## config.mk

```make
export PLATFORM = sky130hd
export DESIGN_NAME = shared_vc_bank_ctrl
export DESIGN_NICKNAME = d
export VERILOG_FILES = /design/src/rtl/shared_vc_bank_ctrl.sv
export SDC_FILE = /design/constraint.sdc
export NUM_CORES = 1
export LEC_CHECK = 0
export BUFFER_PORTS_ARGS = -buffer_cell sky130_fd_sc_hd__buf_4
export CAP_MARGIN = 40
export CORE_ASPECT_RATIO = 0.6
export CORE_UTILIZATION = 40
export CTS_BUF_LIST = sky130_fd_sc_hd__clkbuf_4
export CTS_CLUSTER_SIZE = 25
export DETAILED_ROUTE_END_ITERATION = 10
export GPL_TIMING_DRIVEN = 1
export PLACE_DENSITY_LB_ADDON = 0.08
export SLEW_MARGIN = 20
export SYNTH_ARGS = -nofsm -noshare
export SYNTH_HDL_FRONTEND = slang
export SYNTH_SLANG_ARGS = --single-unit
```

## constraint.sdc

```tcl
create_clock -name clk -period 7.88 [get_ports clk]
set_input_delay 0.788 -clock clk [delete_from_list [all_inputs] [get_ports clk]]
set_output_delay 0.788 -clock clk [all_outputs]
set_load 0.005 [all_outputs]
```

## src/rtl/shared_vc_bank_ctrl.sv

```systemverilog
// Shared VC buffer bank controller: round-robin ownership with bounded hold and a
// one-cycle release gap, plus flit occupancy tracking with a sticky protocol error.
module shared_vc_bank_ctrl #(
  parameter int num_ports          = 5,
  parameter int shared_buffer_size = 8,
  parameter int max_hold           = 16,
  parameter int port_idx_width     = (num_ports > 1) ? $clog2(num_ports) : 1,
  parameter int cnt_width          = $clog2(shared_buffer_size + 1)
) (
  input  logic                      clk,
  input  logic                      reset,
  input  logic [num_ports-1:0]      req_ip,
  input  logic [num_ports-1:0]      alloc_ip,
  input  logic                      free_in,
  output logic [num_ports-1:0]      grant_op,
  output logic [port_idx_width-1:0] owner_idx,
  output logic [cnt_width-1:0]      bank_count,
  output logic                      bank_full,
  output logic                      bank_empty,
  output logic                      error
);

  localparam int hold_width = (max_hold > 0) ? $clog2(max_hold + 1) : 1;
  localparam int preempt_at = (max_hold > 0) ? max_hold - 1 : 0;

  localparam logic [1:0] st_idle  = 2'd0;
  localparam logic [1:0] st_owned = 2'd1;
  localparam logic [1:0] st_turn  = 2'd2;

  logic [1:0]                state_reg, state_next;
  logic [num_ports-1:0]      grant_reg, grant_next;
  logic [port_idx_width-1:0] owner_reg, owner_next;
  logic [port_idx_width-1:0] ptr_reg, ptr_next;
  logic [hold_width-1:0]     hold_reg, hold_next;
  logic [cnt_width-1:0]      count_reg, count_next;
  logic                      full_reg, empty_reg, error_reg;

  // Candidate k is the port k places after the round-robin pointer.
  logic [port_idx_width-1:0] cand_idx [num_ports];
  logic [num_ports-1:0]      cand_req;

  genvar gi;
  generate
    for (gi = 0; gi < num_ports; gi++) begin : g_cand
      logic [port_idx_width:0] sum_w;
      assign sum_w = {1'b0, ptr_reg} + (port_idx_width + 1)'(gi);
      assign cand_idx[gi] = (sum_w >= (port_idx_width + 1)'(num_ports))
                            ? port_idx_width'(sum_w - (port_idx_width + 1)'(num_ports))
                            : port_idx_width'(sum_w);
      assign cand_req[gi] = req_ip[cand_idx[gi]];
    end
  endgenerate

  logic                      winner_found;
  logic [port_idx_width-1:0] winner_idx;

  // Scan from the far end so the candidate closest to the pointer wins.
  always_comb begin
    winner_found = 1'b0;
    winner_idx   = '0;
    for (int k = num_ports - 1; k >= 0; k--) begin
      if (cand_req[k]) begin
        winner_found = 1'b1;
        winner_idx   = cand_idx[k];
      end
    end
  end

  logic preempt;
  assign preempt = (max_hold > 0) && (hold_reg == hold_width'(preempt_at))
                   && |(req_ip & ~grant_reg);

  always_comb begin
    state_next = state_reg;
    grant_next = grant_reg;
    owner_next = owner_reg;
    ptr_next   = ptr_reg;
    hold_next  = hold_reg;
    case (state_reg)
      st_owned: begin
        if (!req_ip[owner_reg] || preempt) begin
          state_next = st_turn;
          grant_next = '0;
        end else if (hold_reg != hold_width'(max_hold)) begin
          hold_next = hold_reg + 1'b1;
        end
      end
      default: begin
        if (winner_found) begin
          state_next = st_owned;
          grant_next = num_ports'(1) << winner_idx;
          owner_next = winner_idx;
          ptr_next   = (winner_idx == port_idx_width'(num_ports - 1)) ? '0 : winner_idx + 1'b1;
          hold_next  = '0;
        end else begin
          state_next = st_idle;
        end
      end
    endcase
  end

  // Only a single alloc bit matching the current grant is a legal owner write.
  logic owner_alloc, bad_alloc, acc_alloc, acc_free, err_event;
  assign owner_alloc = (state_reg == st_owned) && (alloc_ip == grant_reg);
  assign bad_alloc   = (alloc_ip != '0) && !owner_alloc;
  assign acc_alloc   = owner_alloc && !full_reg;
  assign acc_free    = free_in && !empty_reg;
  assign err_event   = bad_alloc || (owner_alloc && full_reg) || (free_in && empty_reg);

  always_comb begin
    count_next = count_reg;
    if (acc_alloc && !acc_free) count_next = count_reg + 1'b1;
    else if (!acc_alloc && acc_free) count_next = count_reg - 1'b1;
  end

  always_ff @(posedge clk) begin
    if (reset) begin
      state_reg <= st_idle;
      grant_reg <= '0;
      owner_reg <= '0;
      ptr_reg   <= '0;
      hold_reg  <= '0;
      count_reg <= '0;
      full_reg  <= 1'b0;
      empty_reg <= 1'b1;
      error_reg <= 1'b0;
    end else begin
      state_reg <= state_next;
      grant_reg <= grant_next;
      owner_reg <= owner_next;
      ptr_reg   <= ptr_next;
      hold_reg  <= hold_next;
      count_reg <= count_next;
      full_reg  <= (count_next == cnt_width'(shared_buffer_size));
      empty_reg <= (count_next == '0);
      error_reg <= error_reg | err_event;
    end
  end

  assign grant_op   = grant_reg;
  assign owner_idx  = owner_reg;
  assign bank_count = count_reg;
  assign bank_full  = full_reg;
  assign bank_empty = empty_reg;
  assign error      = error_reg;

endmodule
```

Yosys cells after proc, flatten, opt, wreduce, memory -nomap -nowiden. Index checks and enable logic that the tools add are counted.

Register bits: 25. Input bits: 13. Output and inout bits: 15.

Add/sub/neg operators: 13. $lt $le $gt $ge: 11. Eq/ne operators: 9. Shift-type cells: 1. Multiplexer cells: 40. Bitwise logic cells: 4. Reductions and logical operators: 25.

Operators with widths (number): $mux W5 (7); $mux W3 (11); $lt A3 B4 Y1 const B (6); $bmux W1 S3 (6); $ge A4 B3 Y1 const B (4); $sub A3 B3 Y3 const B (5); $mux W1 (12); $logic_and A1 B1 Y1 (9); $add A3 B2 Y4 const B (2); $mux W4 (2); $logic_not A1 Y1 (6); $ne A2 B2 Y1 const B (3); $add A5 B1 Y5 const B (1); $and A5 B5 Y5 (1); $eq A5 B4 Y1 const B (1); $eq A5 B5 Y1 (1); $ne A5 B5 Y1 const B (1); $not A5 Y5 (1); $reduce_bool A5 Y1 (1); $reduce_or A5 Y1 (1); $shl A1 B3 Y5 const A (1); $add A3 B1 Y4 const B (1); $add A3 B3 Y4 const B (1); $add A4 B1 Y4 const B (1); other kinds (14) (18).

Longest topological paths before layout. Gate-level depths: netlist of run 1.

Word-level depth: 13. Gate-level depth with buffers: 16. Depth with buffers taken out: 16.

Worst setup path after synthesis of run 1. Ideal clock, no wire load.

Kind: flip-flop to flip-flop. From: register ptr_reg[1]. To: register ptr_reg[2]. Setup time: 92 ps. Data arrival time: 3774 ps. Path slack: 4013 ps. Stages on the path, launching flop included: 17. Buffers on the path: 2. Clock period less this slack: 3867 ps. Path through: dfxtp_1 -> clkbuf_1 -> inv_1 -> ha_1 -> clkbuf_1 -> a211oi_1 -> a21oi_1 -> and3_1 -> a311o_1 -> a311oi_1 -> o21bai_1 -> a21oi_1 -> inv_1 -> ha_1 -> ha_1 -> or2_2 -> o32ai_1.

Word-level cells in the longest chain between the ends: 12.

RTL lines: start: declaration (RTL line 33) `logic [port_idx_width-1:0] ptr_reg, ptr_next;`; start signal: assignment (RTL line 131) `ptr_reg <= ptr_next;`; $add A3 B3 Y4 (RTL line 46) `assign sum_w = {1'b0, ptr_reg} + (port_idx_width + 1)'(gi);`; $ge A4 B3 Y1 / $sub A3 B3 Y3 (equally long branches) (RTL line 47, 48); $mux W3 (RTL line 48) `? port_idx_width'(sum_w - (port_idx_width + 1)'(num_ports))`; $bmux W1 S3 (RTL line 50) `assign cand_req[gi] = req_ip[cand_idx[gi]];`; $mux W1 (not written as such) (RTL line 50); $mux W3 (4 in series) (RTL line 62) `if (cand_req[k]) begin`; $mux W3 (*) (RTL line 62); via winner_idx[0] (RTL line 55) `logic [port_idx_width-1:0] winner_idx;`; $add A3 B1 Y3 / $eq A3 B3 Y1 (equally long branches) (RTL line 93) `ptr_next = (winner_idx == port_idx_width'(num_ports - 1)) ? '0 : winner_idx + 1'b1;`; $mux W3 (*) (RTL line 93).

Mark *: on every way through the listed nets, which the timed path passes. The rest lies on a longest branch. The select of a mux whose other input is x is not followed. A chain may end at the register's enable or synchronous reset.

Worst setup path after layout of run 1.
From: register ptr_reg[0]. To: register ptr_reg[2].

The elaborated chain is that of the path after synthesis.

==> flow_summary.toml, run 1 <==
[run_status]
outcome = "completed"

[sta]
setup_viol = 0
hold-worst-slack_ns = 0.527
hold_viol = 0
clock_skew_ns = 0.0174
drv_slew = 0
maxSlewHeadroom_pct = 45.9
tns_ns = 0
fin_crit_ns = 4.66
rsz0062_at_grt = "no"
worstMarginPinSlew_ns = 0.801
setup_ws_ns = 3.22
fmax_ghz = 0.215
min_period_over_period_pct = 59.1

[critical_path]
critPathLaunchType = "flop"
worst-setup-path-type = "flop to flop"
r2r_cells = 17
cp_cell_sequence = "buf_4 > inv_2 > ha_1 > inv_1 > fa_1 > a211oi_1 > a21oi_1 > and3_1 > a311o_1 > a311oi_1 > o21bai_1 > a21oi_1 > inv_1 > ha_1 > ha_1 > or2_2 > o32ai_1"
crit_arrival_ns = 4.93
end_kind = "flop"
critPathSlowestCell = "fa_1"
cpPeakStageDelay_ns = 0.46
cpMostUsedCell = "ha_1"
critPathRequiredTime_ns = 8.15
critPathMaxFanout = 35

[routing]
drtAntennaViolNets = 0
firstDrtPassIters = 5
drc = 0
drt-total-wl_um = 7210
vias_per_cell = 6.02
wl_per_cell_um = 16.7
dr.first_iter.drc_count = 276
vias = 2599

[grt]
grt_use_met3_pct = 3.82
grt.total_usage_pct = 21.8
grt_pass1_vias = 2321
grt_pass1_wl_um = 11900
grt_util_met2_pct = 28.9
top_usage_layer = "met1"
grt_max_degree = 36
antenna_found_initial = 0
grt_use_met1_pct = 35.8
overflow = 0

[final_layout]
finalInstanceArea_mm2 = 0.00285
antenna_cells = 0
final_cell_mix = "nor2_1 (29), buf_4 (29), dfxtp_1 (25)"
drive_gt1_share_pct = 13.8
nNetsFinal = 381
area_growth_pct = 9.72

[power_and_ir_drop]
leakage_nw = 1.14
peakVddDrop_v = 0.000170
powerDensity_mw_per_mm2 = 362

[clock_network]
clock-sinks = 25
cts_resized = 0
post_cts_buffers = 0
cts_inserted_buffers = 3
clock_path_buffers = 2
root_buffer = "clkbuf_4"
htreeDepth = 1
holdBufCountCts = 0
cts.clk_slew.worst_paths_ns = 0.17
cts_tree = "done"
clk_latency_ns = 0.34

[flow_run]
drv_cap = 0

[synth]
ys.flop_type = "dfxtp_1"
ys_types = 63
ys_ff_latch = 25
syn_nets = 369
async_reset_ff_share_pct = 0
synth_area_per_cell_um2 = 7.72
ys_seq_area_share_pct = 19.2
syn_inst = 337
yosysWarnings = 0
synth_edf_count = 0
synth_area_mm2 = 0.00260

[min_path]
hold_path_depth = 2
hp-class = "flop to flop"

[die]
dieArea_mm2 = 0.00684
start_util_pct = 42.0
die_height_um = 64.5
die_w_um = 106
core-area_mm2 = 0.00619
rows = 22
boundaryPins = 28

[placed_design]
place_hpwl_um = 5440
numPortBuffers = 27
pre_cts_ws_ns = 3.38
gp_congestion = 0.906
dpl_cell_area_mm2 = 0.00282
-- worst paths after layout --
path                     from          end  slack, ns
setup / recovery   ptr_reg[0]   ptr_reg[2]       3.22
hold / removal    hold_reg[4]  hold_reg[4]       0.53
setup reg to reg   ptr_reg[0]   ptr_reg[2]       3.22
hold reg to reg   hold_reg[4]  hold_reg[4]       0.53
-- metal layers --
layer,part of all wire (%),routed length (um)
met5,0,0
met1,54,3860
met3,8.4,604
met2,37,2700
met4,0.69,50
-- cell families after synthesis --
| logic type | synth area share, % |
|---|---|
| and+or+nand+nor | 27.2 |
| xor gates and xnor gates | 5.39 |
| AOI/OAI and AO/OA | 26.6 |
| muxes | 6.06 |
| DFF | 19.2 |
| adders and majority gates | 9.43 |
| buffers and inverters | 6.06 |
-- power breakdown --
group	internal, mW	switching (mW)	leakage [nW]
sequential	0.160	0.0397	0.205
combinational	0.323	0.445	0.914
clock	0.0207	0.0457	0.0183
-- stage by stage --
stage / power (mW) / util [%] / cells
after floorplan: 0.764 / - / 337
after global placement: 0.954 / 45.6 / 428
after detailed placement: 0.947 / 45.6 / 428
after CTS: 1.02 / 46.1 / 432
after global routing: 1.12 / 46.1 / 432
final: 1.03 / 46.1 / 432
-- synthesized netlist by cell type (all sizes together) (3+ instances only) --
library cell | count | area [um2]
o211ai | 6 | 45.0
o22ai | 4 | 25.0
or2 | 3 | 18.8
a22oi | 6 | 45.0
inv | 15 | 56.3
nand2 | 18 | 67.6
xor2 | 5 | 43.8
and2 | 4 | 25.0
nor3b | 3 | 22.5
a21oi | 20 | 100
a31oi | 5 | 37.5
nor2 | 29 | 109
nor2b | 19 | 121
o21ai | 8 | 40.0
buf | 10 | 56.3
a211oi | 9 | 67.6
dfxtp | 25 | 500
nand2b | 11 | 68.8
xnor2 | 11 | 96.3
ha | 18 | 225
nor4 | 5 | 31.3
clkbuf | 12 | 45.0
nand3b | 8 | 60.1
mux2i | 9 | 90.1
and3 | 3 | 18.8
o32ai | 3 | 26.3
nand4 | 4 | 25.0
nand3 | 8 | 40.0
nor3 | 10 | 50.1
a21o | 6 | 45.0
-- final cells by class --
cell class | instances | area, um2
Inverter | 15 | 56.3
Timing Repair Buffer | 29 | 218
Sequential cell | 25 | 500
Clock inverter | 1 | 8.76
Fill cell | 627 | 3340
Multi-Input combinational cell | 275 | 1940
Tap cell | 84 | 105
Clock buffer | 3 | 22.5
-- worst max-delay path: cells and delay by family (launching register included) --
family	cells	cell delay, ns
AOI/OAI and AO/OA	7	1.91
buffers and inverters	4	0.64
DFF	1	0.33
adders and majority gates	4	1.13
and+or+nand+nor	2	0.56
Note: power is estimated with default switching activity, not from simulation.
==> run 2, diff against run 1 <==
==> constraint.sdc (replaced) <==
create_clock -name clk -period 4.5 [get_ports clk]
set_input_delay 0.45 -clock clk [delete_from_list [all_inputs] [get_ports clk]]
set_output_delay 0.45 -clock clk [all_outputs]
set_load 0.005 [all_outputs]
==> flow_summary.toml, run 2 (synthesis gave the netlist of run 1 again) <==
[critical_path]
cp_cell_sequence = "ha_1 > inv_1 > fa_1 > a211oi_1 > a21oi_1 > and3_1 > a311o_1 > a311oi_1 > o21bai_1 > a21oi_1 > inv_1 > ha_1 > ha_1 > or2_2 > o32ai_1"
critPathRequiredTime_ns = 4.74
worst-setup-path-type = "flop to flop"
cpMostUsedCell = "ha_1"
end_kind = "flop"
r2r_start = "ptr_reg[1]"
cp_num_buf_inv = 2
path_delay_family = "compound AO/OA/AOI/OAI gates"
crit_start = "ptr_reg[1]"
cpPeakStageDelay_ns = 0.52
critPathMaxFanout = 8
crit_arrival_ns = 4.34
critPathSlowestCell = "dfxtp_1"
critPathLaunchType = "flop"

[grt]
grt_max_degree = 35
overflow = 0
grt_pass1_vias = 2341
grt_use_met1_pct = 36.7
antenna_found_initial = 0
grt_pass1_wl_um = 12500
grt_use_met3_pct = 4.02
top_usage_layer = "met1"
grt_util_met2_pct = 31.9
grt.total_usage_pct = 22.9

[routing]
vias_per_cell = 5.93
firstDrtPassIters = 5
drc = 0
dr.first_iter.drc_count = 200
wl_per_cell_um = 17.1
vias = 2610
drtAntennaViolNets = 0
drt-total-wl_um = 7510

[sta]
setup_ws_ns = 0.399
setup_viol = 0
rsz0062_at_grt = "no"
worstMarginPinSlew_ns = 0.647
min_period_over_period_pct = 91.1
maxSlewHeadroom_pct = 55.7
fmax_ghz = 0.244
clock_skew_ns = 0.0105
hold_viol = 0
fin_crit_ns = 4.10
drv_slew = 0
tns_ns = 0

[final_layout]
multi_input_area_mm2 = 0.00194
nNetsFinal = 389
final_common_cell = "buf_4"
ff_latch_area_um2 = 500
drive_gt1_share_pct = 15.7
final_cell_mix = "buf_4 (36), nor2_1 (29), dfxtp_1 (25)"
final_cells = 440
area_growth_pct = 11.9
fill_cells = 626
antenna_cells = 0

[clock_network]
holdBufCountCts = 0
cts_inserted_buffers = 3
cts_tree = "done"
clock-sinks = 25
clock_path_buffers = 2
clk_latency_ns = 0.33
cts_resized = 0
post_cts_buffers = 0
root_buffer = "clkbuf_4"
htreeDepth = 1
cts.clk_slew.worst_paths_ns = 0.14

[placed_design]
gp_congestion = 0.912
pre_cts_ws_ns = 0.501
numPortBuffers = 27
place_hpwl_um = 5740
dp.cells = 435

[flow_run]
drv_cap = 0

[die]
rows = 22
start_util_pct = 42.0
die_w_um = 106
boundaryPins = 28
die_height_um = 64.5
dieArea_mm2 = 0.00684
core-area_mm2 = 0.00619

[min_path]
hp-start = "free_in"
hp-class = "input pin to flop"

[power_and_ir_drop]
leakage_nw = 1.18
powerDensity_mw_per_mm2 = 632
peakVddDrop_v = 0.000294

[run_status]
outcome = "completed"
## run 2: area by class of cell
type                       instances  share of cell area (%)
multi-input combinational        275                    66.8
sequential                        25                    17.2
timing repair buffer              37                    9.46
tap                               84                    3.61
inverter                          15                    1.94
clock buffer                       4                    1.03
## run 2: metrics by stage
step | util [%] | hold WS (ns) | instance area [um2] | power, mW
floorplan | - | 0.472 | 2600 | 1.34
CTS | 46.9 | 0.407 | 2900 | 1.82
detailed placement | 46.4 | 0.506 | 2870 | 1.70
global route | 47.0 | 0.428 | 2910 | 2.00
global placement | 46.4 | 0.510 | 2870 | 1.72
finish | 47.0 | 0.410 | 2910 | 1.84
## run 2: worst paths after layout
check                end  slack [ns]  depth (start not counted)
max           ptr_reg[2]        0.40                         15
min                error        0.41                          3
max reg2reg   ptr_reg[2]        0.40                         15
min reg2reg  hold_reg[4]        0.52                          2
## run 2: tightest hold or removal path, stage by stage
cell	delay (ns)
buf_4	0.09
a21oi_1	0.05
a21oi_1	0.12
## run 2: where the power goes
group          internal (mW)  total [mW]  switching (mW)
clock network         0.0408       0.110          0.0691
registers              0.281       0.343          0.0625
logic                  0.604        1.39           0.782
total                  0.926        1.84           0.913
## run 2: routing by layer
| metal | vias to the layer above | part of all wire [%] |
|---|---|---|
| met4 | 0 | 0.48 |
| met3 | 4 | 10 |
| li1 | 1282 | - |
| met5 | - | 0 |
| met2 | 111 | 39 |
| met1 | 1213 | 51 |
==> run 3, diff against run 2 <==
--- a/config.mk
+++ b/config.mk
@@ -5,6 +5,7 @@
 export SDC_FILE = /design/constraint.sdc
 export NUM_CORES = 1
 export LEC_CHECK = 0
+export ABC_AREA = 1
 export BUFFER_PORTS_ARGS = -buffer_cell sky130_fd_sc_hd__buf_4
 export CAP_MARGIN = 40
 export CORE_ASPECT_RATIO = 0.6
==> flow_summary.toml, run 3 <==
[run_status]
outcome = "completed"

[final_layout]
fin_util_pct = 47.4
fill_cells = 600
final_cells = 499
drive_gt1_share_pct = 14.1
final_cell_mix = "nand2_1 (120), nand3_1 (52), inv_1 (49)"
finalInstanceArea_mm2 = 0.00268
area_growth_pct = 12.6
nNetsFinal = 452
antenna_cells = 0
final_common_cell = "nand2_1"

[synth]
synth_simple_gate_area_share_pct = 45.0
ys_ff_latch = 25
synth-adder-area-share_pct = 10.3
synth_edf_count = 0
yosysWarnings = 0
yosysTopAreaCell = "dfxtp_1"
synth_mux_area_share_pct = 0
synth_area_per_cell_um2 = 6.07
async_reset_ff_share_pct = 0
synth-compound-area-share_pct = 12.4
synth_top_area_share_pct = 21.0
ys_seq_area_share_pct = 21.0
synth_area_mm2 = 0.00238
yosys-top-cells-count = "nand2_1 (120), nand3_1 (52), inv_1 (49), nor2_1 (30), dfxtp_1 (25)"
ys.flop_type = "dfxtp_1"
syn_inst = 392
synth_most_common_cell = "nand2_1"
synthTopCellsByArea = "dfxtp_1 (21%), nand2_1 (19%), nand3_1 (11%)"
synth_top_family_by_area = "simple AND/OR/NAND/NOR gates"
syn_nets = 424
ys_types = 36
synth_xor_area_share_pct = 1.47

[die]
dieArea_mm2 = 0.00627
die_w_um = 102
start_util_pct = 42.1
boundaryPins = 28
die_height_um = 61.7
core-area_mm2 = 0.00565
rows = 21

[routing]
drtAntennaViolNets = 0
firstDrtPassIters = 5
drc = 0
vias = 2561
vias_per_cell = 5.13
dr.first_iter.drc_count = 211
wl_per_cell_um = 13.1
drt-total-wl_um = 6530

[clock_network]
holdBufCountCts = 0
clock-sinks = 25
root_buffer = "clkbuf_4"
clock_path_buffers = 2
cts_resized = 0
clk_latency_ns = 0.33
cts_inserted_buffers = 3
post_cts_buffers = 0
cts.clk_slew.worst_paths_ns = 0.15
htreeDepth = 1
cts_tree = "done"

[power_and_ir_drop]
powerDensity_mw_per_mm2 = 680
leakage_nw = 1.37
peakVddDrop_v = 0.000214
p_total_mw = 1.82

[critical_path]
critPathMaxFanout = 16
critPathRequiredTime_ns = 4.74
worst-setup-path-type = "flop to flop"
crit_arrival_ns = 3.80
end_kind = "flop"
critPathLaunchType = "flop"

[placed_design]
dpl_cell_area_mm2 = 0.00265
dp.cells = 495
place_hpwl_um = 5300
numPortBuffers = 27
gp_congestion = 0.912
pre_cts_ws_ns = 1.01

[sta]
tns_ns = 0
maxSlewHeadroom_pct = 64.2
fmax_ghz = 0.281
clock_skew_ns = 0.0110
fin_crit_ns = 3.56
hold-worst-slack_ns = 0.395
rsz0062_at_grt = "no"
min_period_over_period_pct = 79.1
drv_slew = 0
worstMarginPinSlew_ns = 0.536
setup_viol = 0
hold_viol = 0
setup_ws_ns = 0.941

[flow_run]
drv_cap = 0

[grt]
grt_pass1_vias = 2073
grt_pass1_wl_um = 10400
overflow = 0
grt.total_usage_pct = 21.9
antenna_found_initial = 0
grt_max_degree = 17

[min_path]
hp-class = "input pin to flop"
[run 3: changes by cell type after synthesis, moves of 9 or more]
cell | previous run | this run
clkbuf_1 | 12 | 1
a211oi_1 | 9 | 0
nand2b_1 | 11 | 0
nand2_1 | 18 | 120
mux2i_1 | 9 | 0
xnor2_1 | 11 | 0
inv_1 | 13 | 49
nand3_1 | 8 | 52
nor2b_1 | 18 | 0
[run 3: metal layers]
| metal | part of all wire, % | wire length (um) | track usage (%) | vias to the layer above |
|---|---|---|---|---|
| met3 | 9.4 | 615 | 5.82 | 2 |
| met2 | 34 | 2210 | 27.6 | 104 |
| li1 | - | - | - | 1333 |
| met5 | 0 | 0 | 0 | - |
| met1 | 57 | 3690 | 36.3 | 1122 |
| met4 | 0.18 | 12 | 1.24 | 0 |
[run 3: layout make-up]
type | instances | area [um2] | area share, %
Clock inverter | 1 | 5.00 | 0.187
Inverter | 52 | 195 | 7.29
Tap cell | 80 | 100 | 3.74
Multi-Input combinational cell | 310 | 1650 | 61.4
Timing Repair Buffer | 28 | 210 | 7.85
Clock buffer | 3 | 22.5 | 0.841
Sequential cell | 25 | 500 | 18.7
[run 3: power by group]
| part | switching [mW] | internal [mW] | leakage (nW) |
|---|---|---|---|
| combinational | 0.921 | 0.463 | 1.15 |
| sequential | 0.0500 | 0.281 | 0.205 |
| clock | 0.0732 | 0.0334 | 0.0177 |
| total | 1.04 | 0.777 | 1.37 |
[run 3: final timing paths]
| check | cells past startpoint | startpoint | slack (ns) | endpoint |
|---|---|---|---|---|
| setup / recovery | 22 | ptr_reg[0] | 0.94 | ptr_reg[2] |
| hold / removal | 2 | reset | 0.40 | bank_count[0] |
| setup reg to reg | 22 | ptr_reg[0] | 0.94 | ptr_reg[2] |
| hold reg to reg | 2 | hold_reg[2] | 0.53 | hold_reg[2] |
[run 3: cell families after synthesis]
family                     after synthesis
buffers and inverters                   57
and+or+nand+nor                        235
adders and majority gates               19
AOI/OAI and AO/OA                       52
xor gates and xnor gates                 4
DFF                                     25
[run 3: worst max-delay path, cell delays in order (launching register included)]
cell	delay (ns)
dfxtp_1	0.33
buf_4	0.19
inv_2	0.24
ha_1	0.19
inv_1	0.05
fa_1	0.40
inv_1	0.12
nand2_2	0.11
o21ai_0	0.34
nand3_1	0.12
nand2_1	0.07
nand2_1	0.08
nand2_1	0.15
a21oi_1	0.08
nand2_1	0.07
nand3_1	0.09
nand2_1	0.13
inv_1	0.07
ha_1	0.18
ha_1	0.27
inv_1	0.04
nand3_1	0.06
o21ai_0	0.07
